===== config.mk =====
export PLATFORM = sky130hd
export DESIGN_NAME = msg_mem_sched
export DESIGN_NICKNAME = d
export VERILOG_FILES = /design/src/rtl/msg_mem_sched.sv
export SDC_FILE = /design/constraint.sdc
export NUM_CORES = 1
export LEC_CHECK = 0
export CORE_MARGIN = 2
export CORE_UTILIZATION = 25
export DETAILED_ROUTE_END_ITERATION = 8
export PLACE_DENSITY_LB_ADDON = 0.05
export SETUP_SLACK_MARGIN = 0.3
export SLEW_MARGIN = 20
export SYNTH_ARGS = -nofsm -noshare
export SYNTH_HDL_FRONTEND = slang
export SYNTH_SLANG_ARGS = --single-unit

===== constraint.sdc =====
create_clock -name i_clk -period 4.2 [get_ports i_clk]
set_input_delay 0.84 -clock i_clk [delete_from_list [all_inputs] [get_ports i_clk]]
set_output_delay 0.84 -clock i_clk [all_outputs]
set_load 0.1 [all_outputs]

===== src/rtl/msg_mem_sched.sv =====
//------------------------------------------------------------------------------
// msg_mem_sched
//
// Sequencer and port-B arbiter for the 768x52 two-port LDPC message SRAM.
//   * Port A: programmable circular read sweep (base, length), wrapping
//     DEPTH-1 -> 0, with registered read-return qualifiers.
//   * Port B: merges decoder write-back and host/channel load. Write-back has
//     priority; a host that has been blocked for STARVE consecutive cycles is
//     forced through for one cycle.
//   * A sweep read that targets the address being written in the same cycle
//     is held back one cycle, so the decoder always reads the fresh word.
//
// Ports
//   i_clk, i_rst          clock, asynchronous active-high reset
//   i_start               one-cycle pulse; starts a sweep when idle
//   i_sweep_base/_len     first address / word count, sampled on i_start
//   o_busy, o_done        sweep in progress / one-cycle completion pulse
//   o_rd_valid/_last      DOUTA holds the word for o_rd_addr_q (last of sweep)
//   o_rd_addr_q           address whose data is on DOUTA this cycle
//   i_wb_*, o_wb_ready    decoder write-back request channel
//   i_host_*, o_host_ack  host write request channel
//   o_mem_*               SRAM port A (read) / port B (write) controls
//   o_state               current sequencer state, for observation
//
// Handshake: a write-back transfers in every cycle where i_wb_valid and
// o_wb_ready are both high; a host write transfers in every cycle where
// o_host_ack is high (o_host_ack implies i_host_req). The accepted write is
// committed at the clock edge that ends that cycle.
//------------------------------------------------------------------------------
`timescale 1ns/1ps
module msg_mem_sched #(
    parameter int DEPTH  = 768,
    parameter int AW     = 10,
    parameter int DW     = 52,
    parameter int STARVE = 8
) (
    input  logic          i_clk,
    input  logic          i_rst,
    input  logic          i_start,
    input  logic [AW-1:0] i_sweep_base,
    input  logic [AW-1:0] i_sweep_len,
    output logic          o_busy,
    output logic          o_done,
    output logic          o_rd_valid,
    output logic          o_rd_last,
    output logic [AW-1:0] o_rd_addr_q,
    input  logic          i_wb_valid,
    output logic          o_wb_ready,
    input  logic [AW-1:0] i_wb_addr,
    input  logic [DW-1:0] i_wb_din,
    input  logic          i_host_req,
    output logic          o_host_ack,
    input  logic [AW-1:0] i_host_addr,
    input  logic [DW-1:0] i_host_din,
    output logic          o_mem_ena,
    output logic [AW-1:0] o_mem_addra,
    output logic          o_mem_enb,
    output logic          o_mem_web,
    output logic [AW-1:0] o_mem_addrb,
    output logic [DW-1:0] o_mem_dinb,
    output logic [1:0]    o_state
);

    localparam int            SW        = $clog2(STARVE + 1);
    localparam logic [AW-1:0] LP_DEPTH  = AW'(DEPTH);
    localparam logic [AW-1:0] LP_LAST   = AW'(DEPTH - 1);
    localparam logic [SW-1:0] LP_STARVE = SW'(STARVE);

    typedef enum logic [1:0] {
        ST_IDLE  = 2'd0,
        ST_SWEEP = 2'd1,
        ST_DRAIN = 2'd2,
        ST_FIN   = 2'd3
    } state_t;

    state_t        r_state, w_state_nxt;
    logic [AW-1:0] r_addr, w_addr_nxt;
    logic [AW-1:0] r_remaining, w_remaining_nxt;
    logic [SW-1:0] r_starve, w_starve_nxt;
    logic          r_rd_valid, r_rd_last;
    logic [AW-1:0] r_rd_addr_q;

    logic          w_force;
    logic          w_wb_ready, w_wb_win, w_host_ack;
    logic          w_wr_en;
    logic [AW-1:0] w_wr_addr;
    logic [DW-1:0] w_wr_din;
    logic          w_issue, w_stall;
    logic [AW-1:0] w_len_clamped;

    assign w_len_clamped = (i_sweep_len > LP_DEPTH) ? LP_DEPTH : i_sweep_len;
    assign w_force       = (r_starve == LP_STARVE);

    //--------------------------------------------------------------------------
    // Port-B arbitration. Everything is gated by i_rst so that asserting reset
    // disables the write port immediately, not at the next edge.
    //--------------------------------------------------------------------------
    always_comb begin
        w_wb_ready = 1'b1;
        w_wb_win   = 1'b0;
        w_host_ack = 1'b0;
        w_wr_en    = 1'b0;
        w_wr_addr  = '0;
        w_wr_din   = '0;
        if (!i_rst) begin
            w_wb_ready = ~w_force;
            w_wb_win   = i_wb_valid & ~w_force;
            w_host_ack = i_host_req & (w_force | ~i_wb_valid);
            if (w_wb_win) begin
                w_wr_en   = 1'b1;
                w_wr_addr = i_wb_addr;
                w_wr_din  = i_wb_din;
            end else if (w_host_ack) begin
                w_wr_en   = 1'b1;
                w_wr_addr = i_host_addr;
                w_wr_din  = i_host_din;
            end
        end
    end

    // Counts consecutive blocked host cycles; a forced cycle always acks or
    // sees no request, so the count never passes STARVE.
    always_comb begin
        w_starve_nxt = '0;
        if (i_host_req && !w_host_ack && (r_starve != LP_STARVE)) begin
            w_starve_nxt = r_starve + 1'b1;
        end
    end

    //--------------------------------------------------------------------------
    // Sweep sequencer: next state and port-A issue.
    //--------------------------------------------------------------------------
    always_comb begin
        w_state_nxt     = r_state;
        w_addr_nxt      = r_addr;
        w_remaining_nxt = r_remaining;
        w_issue         = 1'b0;
        w_stall         = 1'b0;
        case (r_state)
            ST_IDLE: begin
                if (i_start) begin
                    if (i_sweep_len == '0) begin
                        w_state_nxt = ST_FIN;
                    end else begin
                        w_addr_nxt      = i_sweep_base;
                        w_remaining_nxt = w_len_clamped;
                        w_state_nxt     = ST_SWEEP;
                    end
                end
            end
            ST_SWEEP: begin
                // Same-cycle write to the word about to be read: hold the
                // read so it samples the SRAM after the write has landed.
                w_stall = w_wr_en && (w_wr_addr == r_addr);
                if (!w_stall) begin
                    w_issue         = 1'b1;
                    w_addr_nxt      = (r_addr == LP_LAST) ? '0 : r_addr + 1'b1;
                    w_remaining_nxt = r_remaining - 1'b1;
                    if (r_remaining == AW'(1)) begin
                        w_state_nxt = ST_DRAIN;
                    end
                end
            end
            ST_DRAIN: w_state_nxt = ST_FIN;
            ST_FIN:   w_state_nxt = ST_IDLE;
            default:  w_state_nxt = ST_IDLE;
        endcase
    end

    //--------------------------------------------------------------------------
    // Registers
    //--------------------------------------------------------------------------
    always_ff @(posedge i_clk or posedge i_rst) begin
        if (i_rst) begin
            r_state     <= ST_IDLE;
            r_addr      <= '0;
            r_remaining <= '0;
            r_starve    <= '0;
            r_rd_valid  <= 1'b0;
            r_rd_last   <= 1'b0;
            r_rd_addr_q <= '0;
        end else begin
            r_state     <= w_state_nxt;
            r_addr      <= w_addr_nxt;
            r_remaining <= w_remaining_nxt;
            r_starve    <= w_starve_nxt;
            r_rd_valid  <= w_issue;
            r_rd_last   <= w_issue && (r_remaining == AW'(1));
            if (w_issue) begin
                r_rd_addr_q <= r_addr;
            end
        end
    end

    //--------------------------------------------------------------------------
    // Outputs
    //--------------------------------------------------------------------------
    assign o_busy      = (r_state == ST_SWEEP) || (r_state == ST_DRAIN);
    assign o_done      = (r_state == ST_FIN);
    assign o_rd_valid  = r_rd_valid;
    assign o_rd_last   = r_rd_last;
    assign o_rd_addr_q = r_rd_addr_q;
    assign o_wb_ready  = w_wb_ready;
    assign o_host_ack  = w_host_ack;
    assign o_mem_ena   = ~w_issue;
    assign o_mem_addra = r_addr;
    assign o_mem_enb   = ~w_wr_en;
    assign o_mem_web   = w_wr_en;
    assign o_mem_addrb = w_wr_addr;
    assign o_mem_dinb  = w_wr_din;
    assign o_state     = r_state;

endmodule


==> results of run 1 <==
==> worst reg2reg max path, stage by stage (launching register included) <==
cell and delay [ns]:
dfrtp_1 0.41, inv_1 0.07, ha_1 0.17, and3b_1 0.37, nor2_4 0.11, a221o_1 0.32
a2111oi_2 0.36, nand4b_1 0.27, buf_4 0.27, and3_1 0.16, o22ai_1 0.24, mux2_2 0.38
==> routing by layer <==
metal | up-vias | part of all wire
met5 | - | 0
met4 | 0 | 0.0043
met3 | 6 | 0.072
met2 | 176 | 0.50
met1 | 1891 | 0.43
li1 | 1868 | -
==> registers in the layout, summed over array words and instances, names as in the netlist <==
register and flops:
o_mem_addra 10, o_rd_addr_q 10, o_rd_last 1, o_rd_valid 1
o_state 2, r_remaining 10, r_starve 4
==> layout by cell type (no fill, tap or decap), types with 4 or more instances in the layout <==
cell             Yosys  final
inv_1               18     17
a22oi_1              8      8
nand2_1             23     23
o21ai_0             23     23
and3_1              12     12
a31oi_1             14     14
and2_1               6      5
nor4_1               4      4
a21oi_1             19     18
clkdlybuf4s50_1      0    171
buf_12               0     63
clkbuf_16            0      5
nor3_1               5      5
nor2_1              19     19
a22o_1              58     57
nor2b_1              5      4
o211ai_1             4      4
mux2_1               9      9
nor3b_1              5      5
o22ai_1              4      4
dfrtp_1             38     38
buf_4                2     21
ha_1                10     10
==> through the flow <==
step,area (um2),instances
global placement,6340,756
finish,6600,768
floorplan,3110,359
detailed placement,6340,756
CTS,6560,764
global route,6600,767
==> cell families after synthesis <==
family                   Yosys count  synth area share
buffers and inverters             47            0.0671
XOR/XNOR                           3           0.00850
AO/OA/AOI/OAI                    151             0.361
AND/OR/NAND/NOR                   96             0.166
flip-flops                        38             0.307
multiplexers                      14            0.0498
adder cells (fa/ha/maj)           10            0.0405
==> power groups by stage <==
stage                     registers [uW]  logic [uW]  clock network (uW)
after floorplan                     1420        1210                   0
after global placement               736        2750                   0
after detailed placement             742        2770                   0
after CTS                            738        2790                 503
after global routing                 769        2950                 516
final                                737        2790                 496
==> path summary, 6_finish.rpt <==
check | start | to | slack, ns | cells past startpoint
worst max-delay path | i_rst | o_mem_ena | 0.43 | 10
worst min-delay path | o_rd_addr_q[7]$_DFFE_PP0N_ | o_rd_addr_q[7]$_DFFE_PP0N_ | 0.50 | 1
worst max register to register | r_starve[0]$_DFF_PP0_ | o_state[1]$_DFFE_PP0P_ | 0.96 | 11
worst min register to register | o_rd_addr_q[7]$_DFFE_PP0N_ | o_rd_addr_q[7]$_DFFE_PP0N_ | 0.50 | 1
max in group asynchronous | i_rst | o_mem_addra[5]$_DFFE_PP0P_ | 2.75 | 4
min in group asynchronous | i_rst | o_rd_last$_DFF_PP0_ | 1.07 | 4
==> area by class of cell <==
type | instances | area [um2] | share of cell area
Inverter | 19 | 76.3 | 0.0116
Clock buffer | 5 | 125 | 0.0190
Antenna cell | 1 | 2.50 | 0.000379
Clock inverter | 3 | 68.8 | 0.0104
Sequential cell | 38 | 951 | 0.144
Multi-Input combinational cell | 274 | 1990 | 0.301
Tap cell | 168 | 210 | 0.0318
Timing Repair Buffer | 260 | 3180 | 0.482
==> repair_timing <==
action	4_1_cts	5_1_grt
setup endpoints to repair	1	1
setup buffers	0	3
resized for setup	8	4
pin swaps	1	2
==> metrics.txt, run 1 <==
vias 3,941; Num CTS Buffers 5; Fin. Hold Viols 0; Ys Warns 0; total track usage 0.216; RSZ-0062 raised after global routing no; Max Slew Vio Count 0; vias per cell 5.13; Commonest cells post-synth a22o_1 (58), dfrtp_1 (38), nand2_1 (23), o21ai_0 (23); WL/cell 19.9 um; met1 GRT Util 0.293; dpl hpwl 12.4 mm; Setup CP Type input port to output pin; Rows 40; top-count cell post-synth a22o_1; fin crit share 0.899; syn nets 518; DR iter-0 viols 258; Root Driver clkbuf_16; Slew HR 0.270; antenna-violating nets left 0; Final WS setup 0.426 ns; cells after synthesis 359; grt total ovfl 0; final-layout fill cell count 1,105; synthesized cell area 3090 um2; Yosys top cell area share 0.307; Power Total 4030 uW; Distinct cells, synth 52; final WL 15.3 mm; Synth area leaders dfrtp_1 (31%), a22o_1 (16%), ha_1 (4.0%); I/O Buffers 241; setup_tns 0 ns; Fin Hold WS 0.497 ns; Logic pwr share 0.694; initial antenna violation count 0; die extent in x 115 um; clock power share 0.123; Worst EP arrival 2.93 ns; starting density of the core 0.256; P_int 1760 uW; total core area 12,100 um2; # IOs 242; Util after Layout 0.547; Sw Ratio 0.563; WP data required 3.36 ns; grt met2 use 0.362; Nets 757; Pwr Density 610 nW/um2; register area share after synthesis 0.307; CTS tree built; pre-CTS WS 0.114 ns; met3 GRT Util 0.0464; status finished, final reports clean; Yosys top cell by area dfrtp_1; net switching power 2270 uW; endpoints failing setup 0; latest clock arrival within the worst-skew pair 0.28 ns; largest net degree at the start of global routing 40; crit-path max FO 14; Leakage 0.00277 uW; drc violations 0; Slew @ Worst Pin 1.08 ns; synthesized flop and latch total 38; Pre-antenna DRT Iters 7; Final Wtd Congestion 0.874; share of cells above drive strength 1 0.184; kind of end point of the critical path output pin; crit path launch type input port; CTS clk-pin slew, worst paths 0.05 ns; global-route wire length before repair 22.4 mm; asr flop ratio synth 1.00; # Max-Cap Violations 0; fmax 0.265 GHz; die extent in y 115 um; syn avg cell area 8.62 um2; die area 13,300 um2; max incr delay on CP 0.33 ns; Max VDD drop 0.836 mV; crit-path cells dlygate4sd2_1, nand2b_1, nor2_4, buf_6, a31oi_1, a2111oi_4, nand4b_1, and2_4, clkinv_2, buf_12; CTS sink count 38; via count of the first global-routing pass 3,818; clock buffer depth 2; min Tclk post-route 3.77 ns; Top FF cell, synth dfrtp_1; Synth-to-Final Area Change 113%; Clock Skew 0.00986 ns; worst path buffer plus inverter count 4; register share of total power 0.183; CTS HTree Levels 2; hold_buf cts 0; CP max-delay cell a2111oi_4; Most Crowded Layer GR met2; Worst path top cell family by delay simple AND/OR/NAND/NOR gates; number of flops mapped to enable cells by yosys 0; Worst Hold Class flop to flop
No activity file was read; power rests on OpenSTA's default activity.
==> inputs of run 2 (changes only) <==
Settings changed: SLEW_MARGIN 20 to unset.
==> results of run 2 <==
Final layout, timing and power as in run 1 (identical DEF).
